**config.mk**
```make
export PLATFORM = sky130hd
export DESIGN_NAME = pixel_binarizer
export DESIGN_NICKNAME = d
export VERILOG_FILES = /design/src/rtl/pixel_binarizer.sv
export SDC_FILE = /design/constraint.sdc
export NUM_CORES = 1
export LEC_CHECK = 0
export CAP_MARGIN = 0
export CORE_MARGIN = 10
export CORE_UTILIZATION = 56
export CTS_BUF_LIST = sky130_fd_sc_hd__clkbuf_8
export DETAILED_ROUTE_END_ITERATION = 10
export PLACE_DENSITY = 0.82
export SYNTH_ARGS = -nofsm -noshare
export SYNTH_HDL_FRONTEND = slang
export SYNTH_SLANG_ARGS = --single-unit
export TNS_END_PERCENT = 30
```
**constraint.sdc**
```tcl
create_clock -name clk -period 2.7 [get_ports clk]
set_clock_uncertainty 0.1 [all_clocks]
set_input_delay 0.54 -clock clk [delete_from_list [all_inputs] [get_ports clk]]
set_output_delay 0.54 -clock clk [all_outputs]
set_load 0.02 [all_outputs]
```
**src/rtl/pixel_binarizer.sv**
```systemverilog
// pixel_binarizer: thresholds a raster stream of grayscale pixels to 1 bit,
// packs each row into one WORD_W-bit word and hands complete rows downstream
// through a single-entry output register with valid/ready handshake.
// Optional feature: define BINARIZER_RUNTIME_THRESH_EN to add a per-pixel
// runtime threshold port (thresh); otherwise the constant THRESH is used.
module pixel_binarizer #(
  parameter int PIX_W     = 8,
  parameter int WORD_W    = 28,
  parameter int ROWS      = 28,
  parameter int ROW_IDX_W = 5,
  parameter int THRESH    = 128
) (
  input  logic                 clk,
  input  logic                 rst,
  input  logic                 in_valid,
  output logic                 in_ready,
  input  logic [PIX_W-1:0]     in_pixel,
`ifdef BINARIZER_RUNTIME_THRESH_EN
  input  logic [PIX_W-1:0]     thresh,
`endif
  output logic                 out_valid,
  input  logic                 out_ready,
  output logic [WORD_W-1:0]    out_row,
  output logic [ROW_IDX_W-1:0] out_row_idx,
  output logic                 out_last,
  output logic                 frame_done
);

  localparam int COL_W = (WORD_W > 1) ? $clog2(WORD_W) : 1;

  // Unsigned compare: a pixel equal to the threshold maps to 1.
  function automatic logic binarize(input logic [PIX_W-1:0] pix,
                                    input logic [PIX_W-1:0] thr);
    return (pix >= thr);
  endfunction

  logic [COL_W-1:0]     r_col_p0;
  logic [ROW_IDX_W-1:0] r_row_p0;
  logic [WORD_W-1:0]    r_pack_p0;
  logic                 r_vld_p1;
  logic [WORD_W-1:0]    r_row_p1;
  logic [ROW_IDX_W-1:0] r_idx_p1;
  logic                 r_last_p1;
  logic                 r_frame_done_p2;

  logic [PIX_W-1:0]  w_thresh;
  logic              w_bit;
  logic              w_col_last;
  logic              w_row_last;
  logic              w_pix_acc;
  logic              w_row_acc;
  logic              w_row_done;
  logic              w_in_ready;
  logic [WORD_W-1:0] w_full_row;

`ifdef BINARIZER_RUNTIME_THRESH_EN
  assign w_thresh = thresh;
`else
  assign w_thresh = PIX_W'(THRESH);
`endif

  assign w_bit      = binarize(in_pixel, w_thresh);
  assign w_col_last = (r_col_p0 == COL_W'(WORD_W - 1));
  assign w_row_last = (r_row_p0 == ROW_IDX_W'(ROWS - 1));
  assign w_row_acc  = r_vld_p1 && out_ready;
  // Only the row-completing pixel can stall, and only while the output
  // register is full and not draining this cycle.
  assign w_in_ready = !(w_col_last && r_vld_p1 && !out_ready);
  assign w_pix_acc  = in_valid && w_in_ready;
  assign w_row_done = w_pix_acc && w_col_last;

  // Complete row = previously packed bits plus the bit arriving now.
  always_comb begin
    w_full_row             = r_pack_p0;
    w_full_row[WORD_W-1]   = w_bit;
  end

  // ---- stage p0: column/row position and the packing register ----
  // Column and row counters advance on every accepted pixel.
  always_ff @(posedge clk or posedge rst) begin
    if (rst) begin
      r_col_p0 <= '0;
      r_row_p0 <= '0;
    end else if (w_pix_acc) begin
      if (w_col_last) begin
        r_col_p0 <= '0;
        r_row_p0 <= w_row_last ? '0 : r_row_p0 + 1'b1;
      end else begin
        r_col_p0 <= r_col_p0 + 1'b1;
      end
    end
  end

  // Pack register is never cleared between rows; each bit is rewritten first.
  always_ff @(posedge clk or posedge rst) begin
    if (rst) begin
      r_pack_p0 <= '0;
    end else if (w_pix_acc) begin
      r_pack_p0[r_col_p0] <= w_bit;
    end
  end

  // ---- stage p1: single-entry output row register ----
  // Loads on row completion (even while draining); clears on a bare drain.
  always_ff @(posedge clk or posedge rst) begin
    if (rst) begin
      r_vld_p1  <= 1'b0;
      r_row_p1  <= '0;
      r_idx_p1  <= '0;
      r_last_p1 <= 1'b0;
    end else if (w_row_done) begin
      r_vld_p1  <= 1'b1;
      r_row_p1  <= w_full_row;
      r_idx_p1  <= r_row_p0;
      r_last_p1 <= w_row_last;
    end else if (w_row_acc) begin
      r_vld_p1  <= 1'b0;
    end
  end

  // ---- stage p2: end-of-frame pulse ----
  // One-cycle pulse after the handshake of the frame's last row.
  always_ff @(posedge clk or posedge rst) begin
    if (rst) begin
      r_frame_done_p2 <= 1'b0;
    end else begin
      r_frame_done_p2 <= w_row_acc && r_last_p1;
    end
  end

  assign in_ready    = w_in_ready;
  assign out_valid   = r_vld_p1;
  assign out_row     = r_row_p1;
  assign out_row_idx = r_idx_p1;
  assign out_last    = r_last_p1;
  assign frame_done  = r_frame_done_p2;

endmodule

```
==> flow_summary_export.csv, run 1 <==
group,metric,value,unit
run_status,status,"completed",
power_and_ir_drop,cellPowerDensity,950,nW/um2
min_path,hold_class,"flop to flop",
clock_tree,hold_buffers,0,
worst_setup_path,rr_endpoint,"out_row[26]$_DFFE_PP0P_",
sta,hold_viol,0,
worst_setup_path,critPathMaxStageDelay,460,ps
floorplanning,pin_count,49,
worst_setup_path,crit_arrival,1640,ps
clock_tree,cts_sinks,73,
logic_synthesis,synth_commonest_cells,"73 x dfrtp_1, 36 x mux2_2, 28 x mux2_4",
worst_setup_path,r2r_cells,5,
cells_and_area,area_delta_synth_final,21.6,%
detailed_routing,drcViolationCount,0,
worst_setup_path,endpoint_kind,"primary output",
sta,max_freq,439,MHz
detailed_routing,ant_nets,0,
worst_setup_path,required,2060,ps
place,place.gp.congestion,0.725,
sta,slew_headroom,46.6,%
worst_setup_path,crit_type,"flop to primary output",
detailed_routing,via_per_inst,5.47,
floorplanning,die_h,96.2,um
cells_and_area,nets,297,
sta,period_share,84.4,%
power_and_ir_drop,switching_power,0.00123,W
place,dp_hpwl,4130,um
logic_synthesis,seq_area_frac_synth,56.1,%
place,portBuffers,41,
min_path,hold_path.startpoint,"r_pack_p0[3]$_DFFE_PP0P_",
power_and_ir_drop,leakagePower,1.86,nW
sta,totalNegativeSetupSlack,0,ps
sta,worst_pin_slew,798,ps
worst_setup_path,cp_max_fo,7,
clock_tree,clk_pin_slew,80,ps
logic_synthesis,synth_area_leaders,"dfrtp_1 56%, mux2_4 13%, mux2_2 12%",
place,dp_slack,147,ps
min_path,hold_end,"out_row[3]$_DFFE_PP0P_",
logic_synthesis,yosysMostFrequentCell,"dfrtp_1",
floorplanning,die-area,9260,um2
global_route,antenna_found_initial,0,
power_and_ir_drop,p_int,0.00253,W
logic_synthesis,syn_area_per_cell,14.2,um2
worst_setup_path,startpoint_type,"flop",
logic_synthesis,postSynthCellCount,230,
clock_tree,h-tree-depth,3,
worst_setup_path,cp-startpoint,"r_col_p0[0]$_DFFE_PP0P_",
logic_synthesis,synthArstFlopShare,100,%
power_and_ir_drop,power,0.00376,W
logic_synthesis,ys_types,40,
logic_synthesis,syn-num-nets,247,
floorplanning,core,5570,um2
sta,setup_slack,420,ps
global_route,grt_overflow,0,
job,cap_viol_max_count,0,
logic_synthesis,synth_area,3260,um2
global_route,grt_max_degree,74,
clock_tree,numCtsBuffers,9,
detailed_routing,first_pass_iters,4,
worst_setup_path,path_cells,"ha_1, and3b_1, nand2_1, dlymetal6s2s_1",
detailed_routing,wl,6050,um
sta,hold_slack,407,ps
worst_setup_path,r2r_slack,720,ps
clock_tree,worstSkewPairLatency,340,ps
floorplanning,start_util,58.4,%
floorplanning,dieWidth,96.2,um
sta,setup_violations,0,
min_path,whs_path_depth,1,
logic_synthesis,synth-seq-cells,73,
cells_and_area,postLayoutCoreUtil,71.0,%
clock_tree,clockBufferDepth,2,
power_and_ir_drop,p_clk_share,20.6,%
cells_and_area,drive_above_1_share,33.3,%
logic_synthesis,ys.flop_type,"dfrtp_1",
logic_synthesis,yosysTopAreaCell,"dfrtp_1",
logic_synthesis,yosysWarnings,0,
logic_synthesis,synth.top_cell.area_share,56.1,%
clock_tree,clockRootBuffer,"clkbuf_8",
power_and_ir_drop,seqPwrFrac,44.2,%
power_and_ir_drop,netSwitchingFraction,32.6,%
detailed_routing,drt-initial-drc-count,104,
sta,rsz0062_at_grt,"false",
power_and_ir_drop,combPwrFrac,35.2,%
global_route,grt_pass1_wl,10200,um
sta,period_needed,2280,ps
logic_synthesis,synth_edf_count,0,
sta,slew_viol_final,0,
global_route,grt_use_total,14.3,%
detailed_routing,num_vias,1952,
clock_tree,cts_tree,"yes",
floorplanning,std_cell_rows,27,
power_and_ir_drop,max-vdd-ir-drop,0.618,mV
worst_setup_path,r2r-start,"r_col_p0[0]$_DFFE_PP0P_",
detailed_routing,drt-wirelength-per-cell,16.9,um
worst_setup_path,slowest_stage,"dfrtp_1",
cells_and_area,diodes,0,
global_route,grt_pass1_vias,2075,
-- placed cells by master, fill, tap and decap left out, types with 2 or more instances in the layout --
cell type        count
clkbuf_8            10
inv_1                3
a21o_1               2
mux2_4              28
nor2b_1              2
buf_4                6
mux2i_1              2
nor4b_1              3
nor3_1               3
nand3b_1             3
and4bb_2             2
dfrtp_1             73
nand4b_1             2
nand3_1              2
a31oi_1              2
clkdlybuf4s50_1     40
ha_1                 5
nand2b_1             3
nand4_1              2
buf_12               2
o41ai_1              2
mux2_2              36
nand2_1             17
nor2_1              12
clkinvlp_4           4
-- final cells by class --
| cell class | instances | area, um2 |
|---|---|---|
| clock buffers | 10 | 138 |
| well taps | 72 | 90.1 |
| repair buffers | 49 | 498 |
| inverters | 4 | 15.0 |
| multi-input cells | 143 | 1350 |
| fillers | 393 | 1620 |
| clock inverters | 6 | 43.8 |
| flip-flops and latches | 73 | 1830 |
-- logic make-up after synthesis --
logic type | synth area share [%]
flops | 56.1
mux | 26.0
simple gates | 10.5
buf+inv | 2.54
compound gates | 2.92
fa+ha+maj | 1.92
-- critical path: cells and delay by family, from the launching register on --
family / cells / cell delay [ps]
fa+ha+maj: 1 / 320
flops: 1 / 460
simple gates: 2 / 290
buf+inv: 1 / 240
-- per-layer routing --
metal / share of wire (%) / global-route usage [%] / wire [um]
met1: 44 / 17.9 / 2630
met3: 6.7 / 4.28 / 404
met4: 1.5 / 6.27 / 91
met5: 0 / 0 / 0
met2: 48 / 22.3 / 2920
-- how the worst max path moves through the flow --
stage / to / slack [ps]
floorplan: frame_done$_DFF_PP0_ / 210
global placement: in_ready / 150
detailed placement: in_ready / 150
CTS: in_ready / 20
global route: in_ready / 310
finish: in_ready / 420
-- power by group through the flow --
| stage | combinational, W | clock (W) | sequential (W) |
|---|---|---|---|
| 6_report | 0.00132 | 0.000774 | 0.00166 |
| 5_1_grt | 0.00143 | 0.000837 | 0.00171 |
| 4_1_cts | 0.00135 | 0.000791 | 0.00167 |
| 3_5_place_dp | 0.00134 | 0 | 0.00169 |
| 3_3_place_gp | 0.00131 | 0 | 0.00167 |
| 2_1_floorplan | 0.000686 | 0 | 0.00183 |
-- timing repair --
action	CTS	global route
setup endpoints to repair	0	1
buffers inserted	0	0
resized for setup	0	1
-- through the flow --
step | cell area, um2 | instances
2_1_floorplan | 3260 | 230
3_3_place_gp | 3770 | 341
3_5_place_dp | 3770 | 341
4_1_cts | 3960 | 357
5_1_grt | 3960 | 357
6_report | 3960 | 357
-- sequential cells by signal (all words and copies together), names as in the netlist --
signal / count
r_col_p0: 5
r_pack_p0: 27
frame_done: 1
out_row_idx: 5
r_row_p0: 5
out_last: 1
out_row: 28
out_valid: 1
(Power assumes the default switching activity.)
==> inputs of run 2 (changes only) <==
==> constraint.sdc (replaced) <==
create_clock -name clk -period 2.2 [get_ports clk]
set_clock_uncertainty 0.1 [all_clocks]
set_input_delay 0.44 -clock clk [delete_from_list [all_inputs] [get_ports clk]]
set_output_delay 0.44 -clock clk [all_outputs]
set_load 0.02 [all_outputs]
==> run 2 against run 1 <==
Non-clock buffer count up 12. Count of clock-buffer cells in the layout up 1. Power up 28%. Largest power group unchanged. Worst hold slack worse by 9.1 ps. Sequential share of layout area down 1.6 points. Register-to-register slack worse by 490 ps. Clock power up 38%. Wire length up 3.7%. Utilization up 2.5 points.
==> flow_summary_export.csv, run 2 (same netlist as run 1, synthesis figures left out) <==
group,metric,value,unit
run_status,status,"completed",
detailed_routing,via_per_inst,5.42,
power_and_ir_drop,leakagePower,1.95,nW
place,dp_hpwl,4240,um
power_and_ir_drop,combPwrFrac,35.2,%
global_route,antenna_found_initial,0,
power_and_ir_drop,p_clk_share,22.3,%
power_and_ir_drop,switching_power,0.00151,W
clock_tree,numCtsBuffers,9,
cells_and_area,postLayoutCoreUtil,73.5,%
power_and_ir_drop,max-vdd-ir-drop,0.708,mV
cells_and_area,final.fill_count,391,
clock_tree,clockBufferDepth,2,
cells_and_area,diodes,0,
worst_setup_path,path_cells,"ha_1, and3b_1, nand2_1, clkdlybuf4s15_1",
worst_setup_path,critical_path_buf_inv_count,1,
worst_setup_path,startpoint_type,"flop",
floorplanning,dieWidth,96.2,um
global_route,grt_overflow,0,
sta,hold_viol,0,
detailed_routing,num_vias,2000,
cells_and_area,design_area,4100,um2
floorplanning,die_h,96.2,um
worst_setup_path,crit_type,"flop to primary output",
worst_setup_path,required,1660,ps
clock_tree,cts_tree,"yes",
detailed_routing,drt-wirelength-per-cell,17.0,um
clock_tree,worstSkewPairLatency,340,ps
clock_tree,clockRootBuffer,"clkbuf_8",
worst_setup_path,cpLargestDelayFamily,"flip-flops",
global_route,grt_use_total,14.7,%
power_and_ir_drop,seqPwrFrac,42.5,%
detailed_routing,wl,6270,um
cells_and_area,drive_above_1_share,36.0,%
global_route,grt_max_degree,46,
global_route,grt_pass1_vias,2058,
worst_setup_path,critPathMaxStageDelay,440,ps
place,portBuffers,41,
global_route,grt_pass1_wl,10400,um
worst_setup_path,cp_max_fo,5,
cells_and_area,largest_register_ffs,28,
sta,worst_pin_slew,400,ps
detailed_routing,ant_nets,0,
power_and_ir_drop,p_int,0.00329,W
min_path,hold_class,"flop to flop",
clock_tree,cts_sinks,73,
clock_tree,hold_buffers,0,
detailed_routing,drcViolationCount,0,
place,place.gp.congestion,0.777,
cells_and_area,final_common_cell,"dfrtp_1",
detailed_routing,first_pass_iters,4,
power_and_ir_drop,cellPowerDensity,1170,nW/um2
sta,setup_violations,0,
clock_tree,clk_pin_slew,80,ps
sta,rsz0062_at_grt,"false",
sta,setup_slack,76.2,ps
floorplanning,std_cell_rows,27,
power_and_ir_drop,netSwitchingFraction,31.4,%
sta,max_freq,471,MHz
sta,slew_headroom,73.0,%
sta,slew_viol_final,0,
worst_setup_path,slowest_stage,"dfrtp_1",
place,postPlaceCellArea,3890,um2
detailed_routing,drt-initial-drc-count,143,
worst_setup_path,crit_arrival,1580,ps
cells_and_area,final_cell_mix,"73 x dfrtp_1, 40 x clkdlybuf4s50_1, 36 x mux2_2",
sta,period_share,96.5,%
floorplanning,die-area,9260,um2
floorplanning,core,5570,um2
clock_tree,h-tree-depth,3,
place,dp_slack,-158,ps
sta,period_needed,2120,ps
job,cap_viol_max_count,0,
cells_and_area,nets,309,
floorplanning,start_util,58.4,%
cells_and_area,area_delta_synth_final,25.9,%
floorplanning,pin_count,49,
worst_setup_path,endpoint_kind,"primary output",
## run 2: final cells by class
type	count	area (um2)	area share [%]
clock buffers	11	151	3.69
clock inverters	5	53.8	1.31
inverters	4	18.8	0.458
multi-input cells	143	1350	32.9
flip-flops and latches	73	1830	44.6
well taps	72	90.1	2.20
repair buffers	61	611	14.9
## run 2: power by group through the flow
stage                     logic, W  registers, W  clock network, W
after floorplan           0.000842       0.00224                 0
after global placement     0.00166       0.00204                 0
after detailed placement   0.00169       0.00207                 0
after CTS                  0.00171       0.00205           0.00109
after global routing       0.00181       0.00211           0.00114
final                      0.00169       0.00204           0.00107
## run 2: metal layers
metal	global-route usage, %	vias to the layer above	wire [um]
li1	-	946	-
met1	19.2	994	2870
met2	22.0	45	2940
met3	3.66	15	302
met4	7.62	0	165
met5	0	-	0
## run 2: what timing repair did
| item | 4_1_cts | 5_1_grt |
|---|---|---|
| endpoints found under the setup margin | 1 | 1 |
| pin swaps | 0 | 0 |
| gates resized for setup | 1 | 1 |
| setup buffers | 0 | 0 |
## run 2: final timing paths
| check | slack, ps | to | start | cells after the start |
|---|---|---|---|---|
| worst max-delay path | 80 | in_ready | r_col_p0[1]$_DFFE_PP0P_ | 4 |
| worst min-delay path | 400 | out_row[25]$_DFFE_PP0P_ | r_pack_p0[25]$_DFFE_PP0P_ | 1 |
| worst max register to register | 230 | r_row_p0[3]$_DFFE_PP0P_ | r_col_p0[1]$_DFFE_PP0P_ | 5 |
| worst min register to register | 400 | out_row[25]$_DFFE_PP0P_ | r_pack_p0[25]$_DFFE_PP0P_ | 1 |
| max in group asynchronous | 1340 | out_row[14]$_DFFE_PP0P_ | rst | 3 |
| min in group asynchronous | 410 | r_pack_p0[0]$_DFFE_PP0P_ | rst | 3 |
## run 2: through the flow
| stage | power, W | hold slack, ps | TNS [ps] | cells |
|---|---|---|---|---|
| floorplan | 0.00308 | 376 | 0 | 230 |
| detailed placement | 0.00376 | 392 | -159 | 353 |
| finish | 0.00480 | 398 | 0 | 369 |
| CTS | 0.00485 | 408 | 0 | 369 |
| global route | 0.00506 | 417 | 0 | 369 |
| global placement | 0.00370 | 386 | -125 | 353 |
## run 2: worst register-to-register path, cell delays in order (launching register included)
cell	delay, ps
dfrtp_1	430
ha_1	220
buf_4	160
nand2_1	190
o41ai_1	510
o311ai_0	200
==> inputs of run 3 (changes only) <==
--- a/config.mk
+++ b/config.mk
@@ -10,8 +10,9 @@
 export CORE_UTILIZATION = 56
 export CTS_BUF_LIST = sky130_fd_sc_hd__clkbuf_8
 export DETAILED_ROUTE_END_ITERATION = 10
+export HOLD_SLACK_MARGIN = 0.02
 export PLACE_DENSITY = 0.82
 export SYNTH_ARGS = -nofsm -noshare
 export SYNTH_HDL_FRONTEND = slang
 export SYNTH_SLANG_ARGS = --single-unit
-export TNS_END_PERCENT = 30
+export TNS_END_PERCENT = 1
==> results of run 3 <==
Same layout as run 2: the final DEF is identical, and so are final timing and power.
